## src/rtl/scazator_pkg.sv

```systemverilog
// Shared definitions for the bit-serial subtractor: default width and FSM encoding.
package scazator_pkg;
    localparam int DEF_WIDTH = 8;

    typedef enum logic [1:0] {
        ST_IDLE = 2'd0,
        ST_RUN  = 2'd1,
        ST_DONE = 2'd2
    } state_t;
endpackage

```

## src/rtl/full_scazator.sv

```systemverilog
// One-bit full subtractor cell: d = x - y - bin, bout is the borrow out.
module full_scazator (
    input  logic x,
    input  logic y,
    input  logic bin,
    output logic d,
    output logic bout
);
    assign d    = x ^ y ^ bin;
    assign bout = (~x & y) | (~(x ^ y) & bin);
endmodule

```

## src/rtl/scazator_serial.sv

```systemverilog
// Bit-serial unsigned subtractor: one bit per clock, LSB first, result after WIDTH RUN cycles.
module scazator_serial
    import scazator_pkg::*;
#(
    parameter int WIDTH = DEF_WIDTH
) (
    input  logic             clk,
    input  logic             rst,
    input  logic             start,
    input  logic [WIDTH-1:0] a,
    input  logic [WIDTH-1:0] b,
    output logic             busy,
    output logic             done,
    output logic [WIDTH-1:0] diff,
    output logic             borrow_out
);
    localparam int             CW   = (WIDTH > 1) ? $clog2(WIDTH) : 1;
    localparam logic [CW-1:0]  LAST = CW'(WIDTH - 1);

    state_t           r_state;
    logic [WIDTH-1:0] r_a;
    logic [WIDTH-1:0] r_b;
    logic [WIDTH-1:0] r_res;
    logic [CW-1:0]    r_cnt;
    logic             r_br;
    logic             r_busy;
    logic             r_done;
    logic             w_d;
    logic             w_bo;
    logic [WIDTH-1:0] w_res_next;

    full_scazator u_cell (
        .x    (r_a[0]),
        .y    (r_b[0]),
        .bin  (r_br),
        .d    (w_d),
        .bout (w_bo)
    );

    assign w_res_next = {w_d, r_res[WIDTH-1:1]};
    assign busy       = r_busy;
    assign done       = r_done;

    always_ff @(posedge clk) begin
        if (rst) begin
            r_state    <= ST_IDLE;
            r_a        <= '0;
            r_b        <= '0;
            r_res      <= '0;
            r_cnt      <= '0;
            r_br       <= 1'b0;
            r_busy     <= 1'b0;
            r_done     <= 1'b0;
            diff       <= '0;
            borrow_out <= 1'b0;
        end else begin
            case (r_state)
                ST_IDLE, ST_DONE: begin
                    r_done <= 1'b0;
                    if (start) begin
                        r_a     <= a;
                        r_b     <= b;
                        r_br    <= 1'b0;
                        r_cnt   <= '0;
                        r_busy  <= 1'b1;
                        r_state <= ST_RUN;
                    end else begin
                        r_busy  <= 1'b0;
                        r_state <= ST_IDLE;
                    end
                end
                ST_RUN: begin
                    r_res <= w_res_next;
                    r_a   <= r_a >> 1;
                    r_b   <= r_b >> 1;
                    r_br  <= w_bo;
                    // Counter parks at LAST instead of wrapping when WIDTH is a power of two.
                    if (r_cnt == LAST) begin
                        diff       <= w_res_next;
                        borrow_out <= w_bo;
                        r_busy     <= 1'b0;
                        r_done     <= 1'b1;
                        r_state    <= ST_DONE;
                    end else begin
                        r_cnt <= r_cnt + 1'b1;
                    end
                end
                default: begin
                    r_busy  <= 1'b0;
                    r_done  <= 1'b0;
                    r_state <= ST_IDLE;
                end
            endcase
        end
    end
endmodule

```

## config.mk

```make
export PLATFORM = sky130hd
export DESIGN_NAME = scazator_serial
export DESIGN_NICKNAME = d
export VERILOG_FILES = /design/src/rtl/scazator_pkg.sv /design/src/rtl/full_scazator.sv /design/src/rtl/scazator_serial.sv
export SDC_FILE = /design/constraint.sdc
export NUM_CORES = 1
export LEC_CHECK = 0
export ABC_CLOCK_PERIOD_IN_PS = 3500
export CAP_MARGIN = 20
export CORE_AREA = 2 2 66 68
export CTS_CLUSTER_SIZE = 24
export DETAILED_ROUTE_END_ITERATION = 10
export DIE_AREA = 0 0 68 70
export GPL_ROUTABILITY_DRIVEN = 0
export PLACE_DENSITY = 0.71
export REMOVE_ABC_BUFFERS = 1
export SETUP_SLACK_MARGIN = 0.2
export SLEW_MARGIN = 30
export SYNTH_ARGS = -nofsm -noshare
export SYNTH_HDL_FRONTEND = slang
export SYNTH_SLANG_ARGS = --single-unit
```

## constraint.sdc

```tcl
create_clock -name clk -period 3.5 [get_ports clk]
set_input_delay 0.7 -clock clk [delete_from_list [all_inputs] [get_ports clk]]
set_output_delay 0.7 -clock clk [all_outputs]
set_load 0.005 [all_outputs]
```

==> results of run 1 <==
==> layout by cell type, fill, tap and decap left out <==
cell type         n
a21oi_1          23
a311oi_1         15
and2b_1           1
buf_4             3
clkbuf_1          2
clkbuf_8          5
clkdlybuf4s50_1  29
clkinv_2          1
dfxtp_1          39
fa_1              1
ha_1              3
inv_1             2
nand2_1          54
nand2b_1          3
nand2b_2          1
nand3_1          14
nand3b_1          1
nor2_1           15
nor2b_1           1
nor3_1            1
nor3b_1           2
or3b_1            1
==> state kept, by name (all words and copies together), names as in the netlist <==
register	count
diff	8
r_a	8
r_b	8
r_res	7
r_cnt	3
borrow_out	1
busy	1
done	1
r_br	1
r_state	1
==> stage by stage <==
step / power, mW / util [%] / worst slack (ps) / hold WS [ps] / cell area, um2
6_report: 0.863 / 47.3 / 1530 / 455 / 1960
3_5_place_dp: 0.587 / 45.3 / 1330 / 448 / 1880
2_1_floorplan: 0.540 / - / 1790 / 431 / 1500
5_1_grt: 0.907 / 47.3 / 1440 / 471 / 1960
4_1_cts: 0.873 / 47.3 / 1510 / 458 / 1960
3_3_place_gp: 0.585 / 45.2 / 1360 / 441 / 1870
==> layout make-up <==
class | instances | area, um2
Multi-Input combinational cell | 136 | 711
Clock inverter | 1 | 5.00
Tap cell | 52 | 65.1
Timing Repair Buffer | 32 | 313
Clock buffer | 7 | 76.3
Sequential cell | 39 | 781
Fill cell | 435 | 2190
Inverter | 2 | 7.51
==> worst register-to-register path, cell delays in order (launching register included) <==
cell      delay, ps
dfxtp_1         350
ha_1            190
ha_1            430
nand3b_1        350
nand2_1         170
a21oi_1          70
==> power breakdown <==
| part | internal (mW) | switching [mW] |
|---|---|---|
| Sequential | 0.465 | 0.0119 |
| Combinational | 0.0453 | 0.0535 |
| Clock | 0.140 | 0.148 |
| Total | 0.650 | 0.213 |
==> layer usage <==
| metal | GRT usage [%] | part of all wire [%] |
|---|---|---|
| met1 | 17.1 | 46 |
| met2 | 20.5 | 48 |
| met3 | 4.35 | 4.7 |
| met4 | 6.22 | 1.9 |
| met5 | 0 | 0 |
==> kinds of logic (layout without fill, tap and decap cells) <==
kind of cell	after synthesis	in the layout
AO/OA/AOI/OAI	38	38
adder cells (fa/ha/maj)	4	4
buffers and inverters	17	42
flip-flops	39	39
AND/OR/NAND/NOR	94	94
==> worst min-delay path by stage <==
stage               slack (ps)                     to  cells after the start
finish                     450   diff[1]$_SDFFE_PP0P_                      2
global route               470   diff[4]$_SDFFE_PP0P_                      2
CTS                        460   diff[1]$_SDFFE_PP0P_                      2
detailed placement         450   diff[1]$_SDFFE_PP0P_                      2
global placement           440   diff[3]$_SDFFE_PP0P_                      2
floorplan                  430  r_res[1]$_SDFFE_PP0N_                      2
==> summary.md, run 1 <==
| Metric | Value |
|---|---|
| Seq/Total Area, Yosys | 49.3% |
| F_max | 0.507 GHz |
| Initial Utilization | 38.2% |
| Worst Path Arrival | 1270 ps |
| Min Tclk post-route | 1970 ps |
| Max Cap Viol | 0 |
| Die width | 68 um |
| Routed WL | 2970 um |
| Worst path buffer plus inverter count | 1 |
| Outcome | complete, no violations |
| Initial antenna violation count | 0 |
| Critical Path Start Type | flip-flop |
| Critical Path End | busy |
| DP Cell Count | 261 |
| Critical path peak fanout | 8 |
| Area fraction of the dominant cell type after synthesis | 49.3% |
| Largest net degree at the start of global routing | 40 |
| Number of port buffers | 29 |
| Synth Area in Compound Gates | 15.6% |
| Reg clk slew, reported paths | 70 ps |
| Ranking of synthesized cells by area | dfxtp_1 (49%), nand2_1 (13%), a311oi_1 (8.3%) |
| R2R cell count | 5 |
| Post-DR vias/cell | 4.88 |
| Total track usage | 13.5% |
| Core Region | 4140 um2 |
| Crit path max-delay family | buffers and inverters |
| Startpoint of the worst hold path | diff[1]$_SDFFE_PP0P_ |
| Post-synth EDFFs | 0 |
| Leakage | 0.690 nW |
| Critical Path Start | busy$_SDFFE_PP0P_ |
| Count leader, synth | nand2_1 |
| Post-Synth Adder-Cell Area | 3.64% |
| Largest area contributor in the netlist | dfxtp_1 |
| Largest family of logic cells by synthesized area | simple AND/OR/NAND/NOR gates |
| Post-Syn Area | 1580 um2 |
| Critical path type | flip-flop to output port |
| Fin. max-slew vios | 0 |
| Synthesized area per cell | 8.24 um2 |
| First-pass GRT wire length | 4970 um |
| Final setup fails | 0 |
| Worst Max-Slew Pin Slew | 781 ps |
| Post-synthesis async set-or-reset flop share | 0% |
| Number of post-CTS setup repair buffers | 0 |
| Flop2flop setup slack | 1820 ps |
| Worst skew pair latency | 280 ps |
| Post-Synth XOR/XNOR Area | 0% |
| DRC Markers | 0 |
| Gr ovfl total | 0 |
| Post-synth top cells | nand2_1 (54), dfxtp_1 (39), a21oi_1 (23) |
| # nets final | 239 |
| Ys Warns | 0 |
| Post_cts resized | 0 |
| ANT cells | 0 |
| Drt wl/cell | 11.0 um |
| Proportion of synthesized area in mux cells | 0% |
| Crit path cell chain | clkdlybuf4s50_1 |
| Io pins | 30 |
| Hold Fails Final Rpt | 0 |
| Drt pass-1 iters | 4 |
| Simple-gate share of the synthesized area | 25.5% |
| Die area | 4760 um2 |
| CTS Sinks | 39 |
| Cts hold-fix bufs | 0 |
| PD cells | 441 nW/um2 |
| DRT iter0 DRCs | 108 |
| Hold WC Path Type | flip-flop to flip-flop |
| Slew HR | 48.0% |
| Fin crit share | 56.3% |
| Clock buffer depth | 2 |
| RSZ-0062 raised after global routing | false |
| Area Growth Syn to Fin | 23.7% |
| Mapped Cells | 192 |
| Reg2reg start | r_cnt[0]$_SDFFE_PP0P_ |
| Number of register bits inferred by synthesis | 39 |
| Levels on crit path | 1 |
| FF-to-FF End | diff[2]$_SDFFE_PP0P_ |
| Layout cells sized above 1 | 4.61% |
| DRT antenna net count | 0 |
| Vias in the first global route | 1,170 |
| Non-filler cells, final | 269 |
| Setup TNS | 0 ps |
| Crit. End Element | output port |
| Netlist cell types | 21 |
| Peak supply drop | 178 uV |
| Worst path slowest cell | clkdlybuf4s50_1 |
| Clock tree from TritonCTS | done |
| DPL Wire Length | 1890 um |
| Root Buffer | clkbuf_8 |
| H-tree levels | 2 |
| Cts bufs inserted | 5 |
| Row count | 24 |
| Die Ht | 70 um |
| Worst Path Required | 2800 ps |
| Clock Skews | 1.67 ps |
| CP max stage delay | 540 ps |
| Synth Flop Type | dfxtp_1 |
| Via count | 1,313 |
Power figures use the tool's default switching activity.
==> inputs of run 2 (changes only) <==
--- a/config.mk
+++ b/config.mk
@@ -5,14 +5,14 @@
 export SDC_FILE = /design/constraint.sdc
 export NUM_CORES = 1
 export LEC_CHECK = 0
-export ABC_CLOCK_PERIOD_IN_PS = 3500
+export ABC_CLOCK_PERIOD_IN_PS = 1790
 export CAP_MARGIN = 20
 export CORE_AREA = 2 2 66 68
 export CTS_CLUSTER_SIZE = 24
 export DETAILED_ROUTE_END_ITERATION = 10
 export DIE_AREA = 0 0 68 70
 export GPL_ROUTABILITY_DRIVEN = 0
-export PLACE_DENSITY = 0.71
+export PLACE_DENSITY = 0.73
 export REMOVE_ABC_BUFFERS = 1
 export SETUP_SLACK_MARGIN = 0.2
 export SLEW_MARGIN = 30
==> constraint.sdc (replaced) <==
create_clock -name clk -period 1.79 [get_ports clk]
set_input_delay 0.358 -clock clk [delete_from_list [all_inputs] [get_ports clk]]
set_output_delay 0.358 -clock clk [all_outputs]
set_load 0.005 [all_outputs]
==> run 2 against run 1 <==
Non-clock buffer count up 4. Register-to-register slack worse by 1500 ps. Sequential power up 96%. Power up 110%. Count of clock-buffer cells in the layout up 1. First-iteration DRC count up 9.3%. Clock skew up 2.3 ps. Via count up 2.4%. Sequential cell count unchanged. Cell count up 1.5%. Sequential share of layout area down 1.5 points. Critical path depth unchanged. Critical endpoint unchanged. Largest cell class unchanged. Highest routed layer unchanged.
==> summary.md, run 2 (synthesis gave the netlist of run 1 again) <==
| Metric | Value |
|---|---|
| Outcome | complete, no violations |
| Die area | 4760 um2 (unchanged) |
| Critical Path Start Type | flip-flop |
| Sw frac | 23.9% (-0.74 points) |
| Logic pwr share | 12.0% (+0.6 points) |
| RSZ-0062 raised after global routing | false |
| Initial Utilization | 38.2% (unchanged) |
| DPL Wire Length | 1920 um (+1.3%) |
| Total track usage | 14.1% (+0.57 points) |
| Root Buffer | clkbuf_8 |
| Fillers | 428 (-1.6%) |
| Cts bufs inserted | 5 (unchanged) |
| Critical path peak fanout | 8 (unchanged) |
| Initial antenna violation count | 0 (unchanged) |
| Crit path max-delay family | buffers and inverters |
| Crit path cell chain | clkdlybuf4s50_1 |
| Gr ovfl total | 0 (unchanged) |
| Clock buffer depth | 2 (unchanged) |
| Met3 Use GR | 3.86% (-0.48 points) |
| Core Region | 4140 um2 (unchanged) |
| Final hold slack | 454 ps (-0.937 ps) |
| F_max | 0.652 GHz |
| Drt wl/cell | 10.8 um (-2.2%) |
| Net switching power | 0.431 mW (+100%) |
| DRT iter0 DRCs | 118 (+9.3%) |
| Top flop regs | diff (8), r_a (8), r_b (8) |
| # nets final | 243 (+1.7%) |
| Clock tree from TritonCTS | done |
| Worst path slowest cell | clkdlybuf4s50_1 |
| Clock Skews | 3.99 ps (+2.32 ps) |
| Io pins | 30 (unchanged) |
| Critical Path Start | busy$_SDFFE_PP0P_ |
| Clock Power Share | 36.1% (+2.8 points) |
| Fin. max-slew vios | 0 (unchanged) |
| Die width | 68 um (unchanged) |
| Critical path type | flip-flop to output port |
| Die Ht | 70 um (unchanged) |
| Drt pass-1 iters | 4 (unchanged) |
| Cts hold-fix bufs | 0 (unchanged) |
| Routing usage on met1 | 17.0% (-0.050 points) |
| Fin crit share | 85.7% |
| Via count | 1,345 (+2.4%) |
| Number of port buffers | 29 (unchanged) |
| Hold WC Path Type | flip-flop to flip-flop |
| Post-DP Area | 1940 um2 (+3.5%) |
| Worst Path Required | 1430 ps (-1370 ps) |
| Area occupied by registers | 785 um2 (+0.48%) |
| Peak supply drop | 448 uV (+150%) |
| Sequential share of power | 51.9% (-3.4 points) |
| Slew HR | 72.9% (+25 points) |
| Area Growth Syn to Fin | 29.2% |
| Setup TNS | 0 ps (unchanged) |
| PD cells | 879 nW/um2 (+99%) |
| CP max stage delay | 500 ps (-40 ps) |
| DRT antenna net count | 0 (unchanged) |
| Most frequent cells in the layout | nand2_1 (54), dfxtp_1 (38), clkdlybuf4s50_1 (29) |
| First-pass GRT wire length | 5050 um (+1.5%) |
| DRC Markers | 0 (unchanged) |
| Hold Fails Final Rpt | 0 (unchanged) |
| Reg clk slew, reported paths | 70 ps (about the same) |
| Grt peak-use layer | met2 |
| Area of all placed cells without fillers | 2050 um2 (+4.5%) |
| Worst Path Arrival | 1180 ps (-90 ps) |
| Row count | 24 (unchanged) |
| ANT cells | 0 (unchanged) |
| Worst Max-Slew Pin Slew | 405 ps (-376 ps) |
| Vias in the first global route | 1,190 (+1.7%) |
| Worst skew pair latency | 290 ps (about the same) |
| Commonest non-fill, non-tap cell in the layout | nand2_1 |
| Leakage | 0.736 nW (+6.6%) |
| Layout cells sized above 1 | 6.79% (+2.2 points) |
| Post-DR vias/cell | 4.93 (+0.94%) |
| Worst path buffer plus inverter count | 1 (unchanged) |
| Startpoint of the worst hold path | diff[4]$_SDFFE_PP0P_ |
| H-tree levels | 2 (unchanged) |
| Max Cap Viol | 0 (unchanged) |
| Crit. End Element | output port |
| Internal power | 1.37 mW (+110%) |
| Min Tclk post-route | 1530 ps |
| Routed WL | 2940 um (-0.78%) |
| Final setup fails | 0 (unchanged) |
| Met2 usage | 21.3% (+0.76 points) |
| CTS Sinks | 39 (unchanged) |
| Reg2reg start | r_cnt[0]$_SDFFE_PP0P_ |
| Number of post-CTS setup repair buffers | 0 (unchanged) |
| Area occupied by multi-input gates | 708 um2 (-0.35%) |
| Largest net degree at the start of global routing | 40 (unchanged) |
## run 2: path summary, 6_finish.rpt
| path | end | slack, ps | cells after the start |
|---|---|---|---|
| hold reg to reg | diff[4]$_SDFFE_PP0P_ | 450 | 2 |
| hold / removal | diff[4]$_SDFFE_PP0P_ | 450 | 2 |
| setup reg to reg | r_cnt[1]$_SDFFE_PP0P_ | 340 | 5 |
| setup / recovery | busy | 260 | 1 |
## run 2: timing repair
| item | CTS | global route |
|---|---|---|
| hold endpoints to repair | 0 | 0 |
| endpoints found under the setup margin | 1 | 1 |
| resized for setup | 1 | 1 |
## run 2: power groups by stage
| stage | sequential [mW] | clock, mW | combinational (mW) |
|---|---|---|---|
| final | 0.933 | 0.650 | 0.216 |
| after global routing | 0.939 | 0.704 | 0.240 |
| after CTS | 0.933 | 0.674 | 0.218 |
| after floorplan | 0.948 | 0 | 0.108 |
| after global placement | 0.952 | 0 | 0.216 |
| after detailed placement | 0.953 | 0 | 0.217 |
## run 2: layout make-up
type | instances | share of cell area (%)
Clock buffer | 8 | 4.89
Inverter | 2 | 0.367
Multi-Input combinational cell | 136 | 34.6
Sequential cell | 39 | 38.3
Tap cell | 52 | 3.18
Timing Repair Buffer | 36 | 18.6
## run 2: stage by stage
step	cells	util [%]	worst slack [ps]	power, mW
floorplan	177	-	288	1.06
global placement	265	46.9	200	1.17
detailed placement	265	46.9	168	1.17
CTS	273	49.3	216	1.83
global route	273	49.4	215	1.88
finish	273	49.4	257	1.80
## run 2: worst min-delay path, cell delays in order (launching register included)
cell and delay (ps):
dfxtp_1 310, nand2_1 50, a21oi_1 50
## run 2: metal layers
layer  vias to the layer above  wire, um
met4                         0        89
met3                         8       153
li1                        706         -
met1                       598      1390
met2                        33      1310
met5                         -         0
==> inputs of run 3 (changes only) <==
--- a/config.mk
+++ b/config.mk
@@ -12,7 +12,8 @@
 export DETAILED_ROUTE_END_ITERATION = 10
 export DIE_AREA = 0 0 68 70
 export GPL_ROUTABILITY_DRIVEN = 0
-export PLACE_DENSITY = 0.73
+export PLACE_DENSITY = 0.62
+export RECOVER_POWER = 50
 export REMOVE_ABC_BUFFERS = 1
 export SETUP_SLACK_MARGIN = 0.2
 export SLEW_MARGIN = 30
==> run 3 against run 2 <==
Clock skew is 0.94 ps higher. Worst hold slack hardly changed. Register-to-register slack hardly changed. Largest power group unchanged. Highest routed layer unchanged.
==> summary.md, run 3 (synthesis gave the netlist of run 1 again) <==
| Metric | Value |
|---|---|
| Placement Setup Slack | 130 ps (-38.0 ps) |
| Fillers | 432 (+0.93%) |
| Post-DP Area | 1940 um2 (-0.26%) |
| Non-filler cells, final | 274 (+0.37%) |
| Clock tree from TritonCTS | done |
| Hold WC Path Type | flip-flop to flip-flop |
| Total track usage | 14.2% (+0.17 points) |
| Critical Path Start Type | flip-flop |
| Internal power | 1.46 mW (+6.9%) |
| Die area | 4760 um2 (unchanged) |
| Cts bufs inserted | 5 (unchanged) |
| Largest net degree at the start of global routing | 40 (unchanged) |
| DRC Markers | 0 (unchanged) |
| Number of port buffers | 29 (unchanged) |
| Commonest non-fill, non-tap cell in the layout | nand2_1 |
| Layout cells sized above 1 | 7.21% (+0.42 points) |
| Met3 Use GR | 3.86% (unchanged) |
| Initial antenna violation count | 0 (unchanged) |
| Initial Utilization | 38.2% (unchanged) |
| DRT iter0 DRCs | 109 (-7.6%) |
| Max Cap Viol | 0 (unchanged) |
| Crit path max-delay family | buffers and inverters |
| Fin crit share | 85.2% (-0.46 points) |
| Top flop regs | diff (8), r_a (8), r_b (8) |
| Hold Fails Final Rpt | 0 (unchanged) |
| PD cells | 924 nW/um2 (+5.1%) |
| Outcome | complete, no violations |
| First-pass GRT wire length | 5290 um (+4.8%) |
| Core Region | 4140 um2 (unchanged) |
| H-tree levels | 2 (unchanged) |
| Cts hold-fix bufs | 0 (unchanged) |
| Drt pass-1 iters | 4 (unchanged) |
| Routed WL | 3010 um (+2.3%) |
| Reg clk slew, reported paths | 80 ps (about the same) |
| Slew HR | 61.6% (-11 points) |
| DP Cell Count | 266 (+0.38%) |
| Post-DR vias/cell | 4.91 (-0.36%) |
| RSZ-0062 raised after global routing | false |
| Critical path type | flip-flop to output port |
| Met2 usage | 21.5% (+0.22 points) |
| # nets final | 244 (+0.41%) |
| Net switching power | 0.434 mW (+0.86%) |
| Die Ht | 70 um (unchanged) |
| Fin. max-slew vios | 0 (unchanged) |
| Drt wl/cell | 11.0 um (+1.9%) |
| Crit path cell chain | clkdlybuf4s50_1 |
| Final WS setup | 265 ps (+8.18 ps) |
| Row count | 24 (unchanged) |
| F_max | 0.656 GHz (+0.54%) |
| Sequential share of power | 49.2% (-2.7 points) |
| DPL Wire Length | 1940 um (+1.5%) |
| Worst Max-Slew Pin Slew | 576 ps (+171 ps) |
| Area of all placed cells without fillers | 2050 um2 (+0.31%) |
| CP max stage delay | 500 ps (about the same) |
| Clock Skews | 4.92 ps (+0.935 ps) |
| Worst path buffer plus inverter count | 1 (unchanged) |
| Most frequent cells in the layout | nand2_1 (54), dfxtp_1 (38), clkdlybuf4s50_1 (29) |
| Sw frac | 22.9% (-1.0 points) |
| Root Buffer | clkbuf_8 |
| Grt peak-use layer | met2 |
| Gr ovfl total | 0 (unchanged) |
| Setup TNS | 0 ps (unchanged) |
| Peak supply drop | 561 uV (+25%) |
| Io pins | 30 (unchanged) |
| Critical path peak fanout | 8 (unchanged) |
| Vias in the first global route | 1,247 (+4.8%) |
| Clock buffer depth | 2 (unchanged) |
| Die width | 68 um (unchanged) |
| ANT cells | 0 (unchanged) |
| Area Growth Syn to Fin | 29.6% |
| Worst path slowest cell | clkdlybuf4s50_1 |
| Leakage | 0.740 nW (+0.55%) |
| DRT antenna net count | 0 (unchanged) |
| Final setup fails | 0 (unchanged) |
| Min Tclk post-route | 1520 ps (-8.18 ps) |
| Logic pwr share | 11.2% (-0.8 points) |
| Routing usage on met1 | 19.2% (+2.2 points) |
| Worst Path Required | 1430 ps (about the same) |
| Via count | 1,345 (unchanged) |
| Clock Power Share | 39.6% (+3.5 points) |
| Crit. End Element | output port |
| CTS Sinks | 39 (unchanged) |
| Worst skew pair latency | 290 ps (about the same) |
| Worst Path Arrival | 1170 ps (about the same) |
==> run 3: per-stage QoR <==
stage | total power, mW | util, % | hold WS, ps
after floorplan | 1.06 | - | 427
after global placement | 1.17 | 46.7 | 444
after detailed placement | 1.17 | 46.7 | 446
after CTS | 1.92 | 49.6 | 457
after global routing | 1.99 | 49.5 | 471
final | 1.90 | 49.5 | 454
==> run 3: worst paths after layout <==
| kind | end | start | cells past startpoint | slack, ps |
|---|---|---|---|---|
| setup / recovery | busy | busy$_SDFFE_PP0P_ | 1 | 270 |
| hold / removal | diff[2]$_SDFFE_PP0P_ | diff[2]$_SDFFE_PP0P_ | 2 | 450 |
| setup reg to reg | r_b[3]$_SDFFE_PP0P_ | r_state[1]$_SDFFE_PP0P_ | 4 | 350 |
| hold reg to reg | diff[2]$_SDFFE_PP0P_ | diff[2]$_SDFFE_PP0P_ | 2 | 450 |
==> run 3: what timing repair did <==
item	in CTS	in global routing
endpoints found under the setup margin	1	1
buffers inserted	0	0
resized for setup	1	1
==> run 3: area by class of cell <==
type | instances | area, um2 | share of cell area [%]
repair buffers | 37 | 369 | 18.0
well taps | 52 | 65.1 | 3.17
multi-input cells | 136 | 708 | 34.5
flip-flops and latches | 39 | 785 | 38.2
clock inverters | 2 | 35.0 | 1.71
inverters | 2 | 7.51 | 0.366
clock buffers | 6 | 82.6 | 4.02
==> run 3: tightest hold or removal path, cell delays in order (launching register included) <==
cell	delay, ps
dfxtp_1	310
nand2_1	50
a21oi_1	50
==> run 3: power by group through the flow <==
stage	clock network (mW)	logic, mW	registers [mW]
2_1_floorplan	0	0.108	0.948
3_3_place_gp	0	0.214	0.953
3_5_place_dp	0	0.217	0.953
4_1_cts	0.773	0.218	0.934
5_1_grt	0.811	0.241	0.938
6_report	0.751	0.212	0.933
==> run 3: metal layers <==
metal | vias up | wire (um)
li1 | 712 | -
met1 | 598 | 1500
met2 | 32 | 1350
met3 | 3 | 135
met4 | 0 | 25
met5 | - | 0
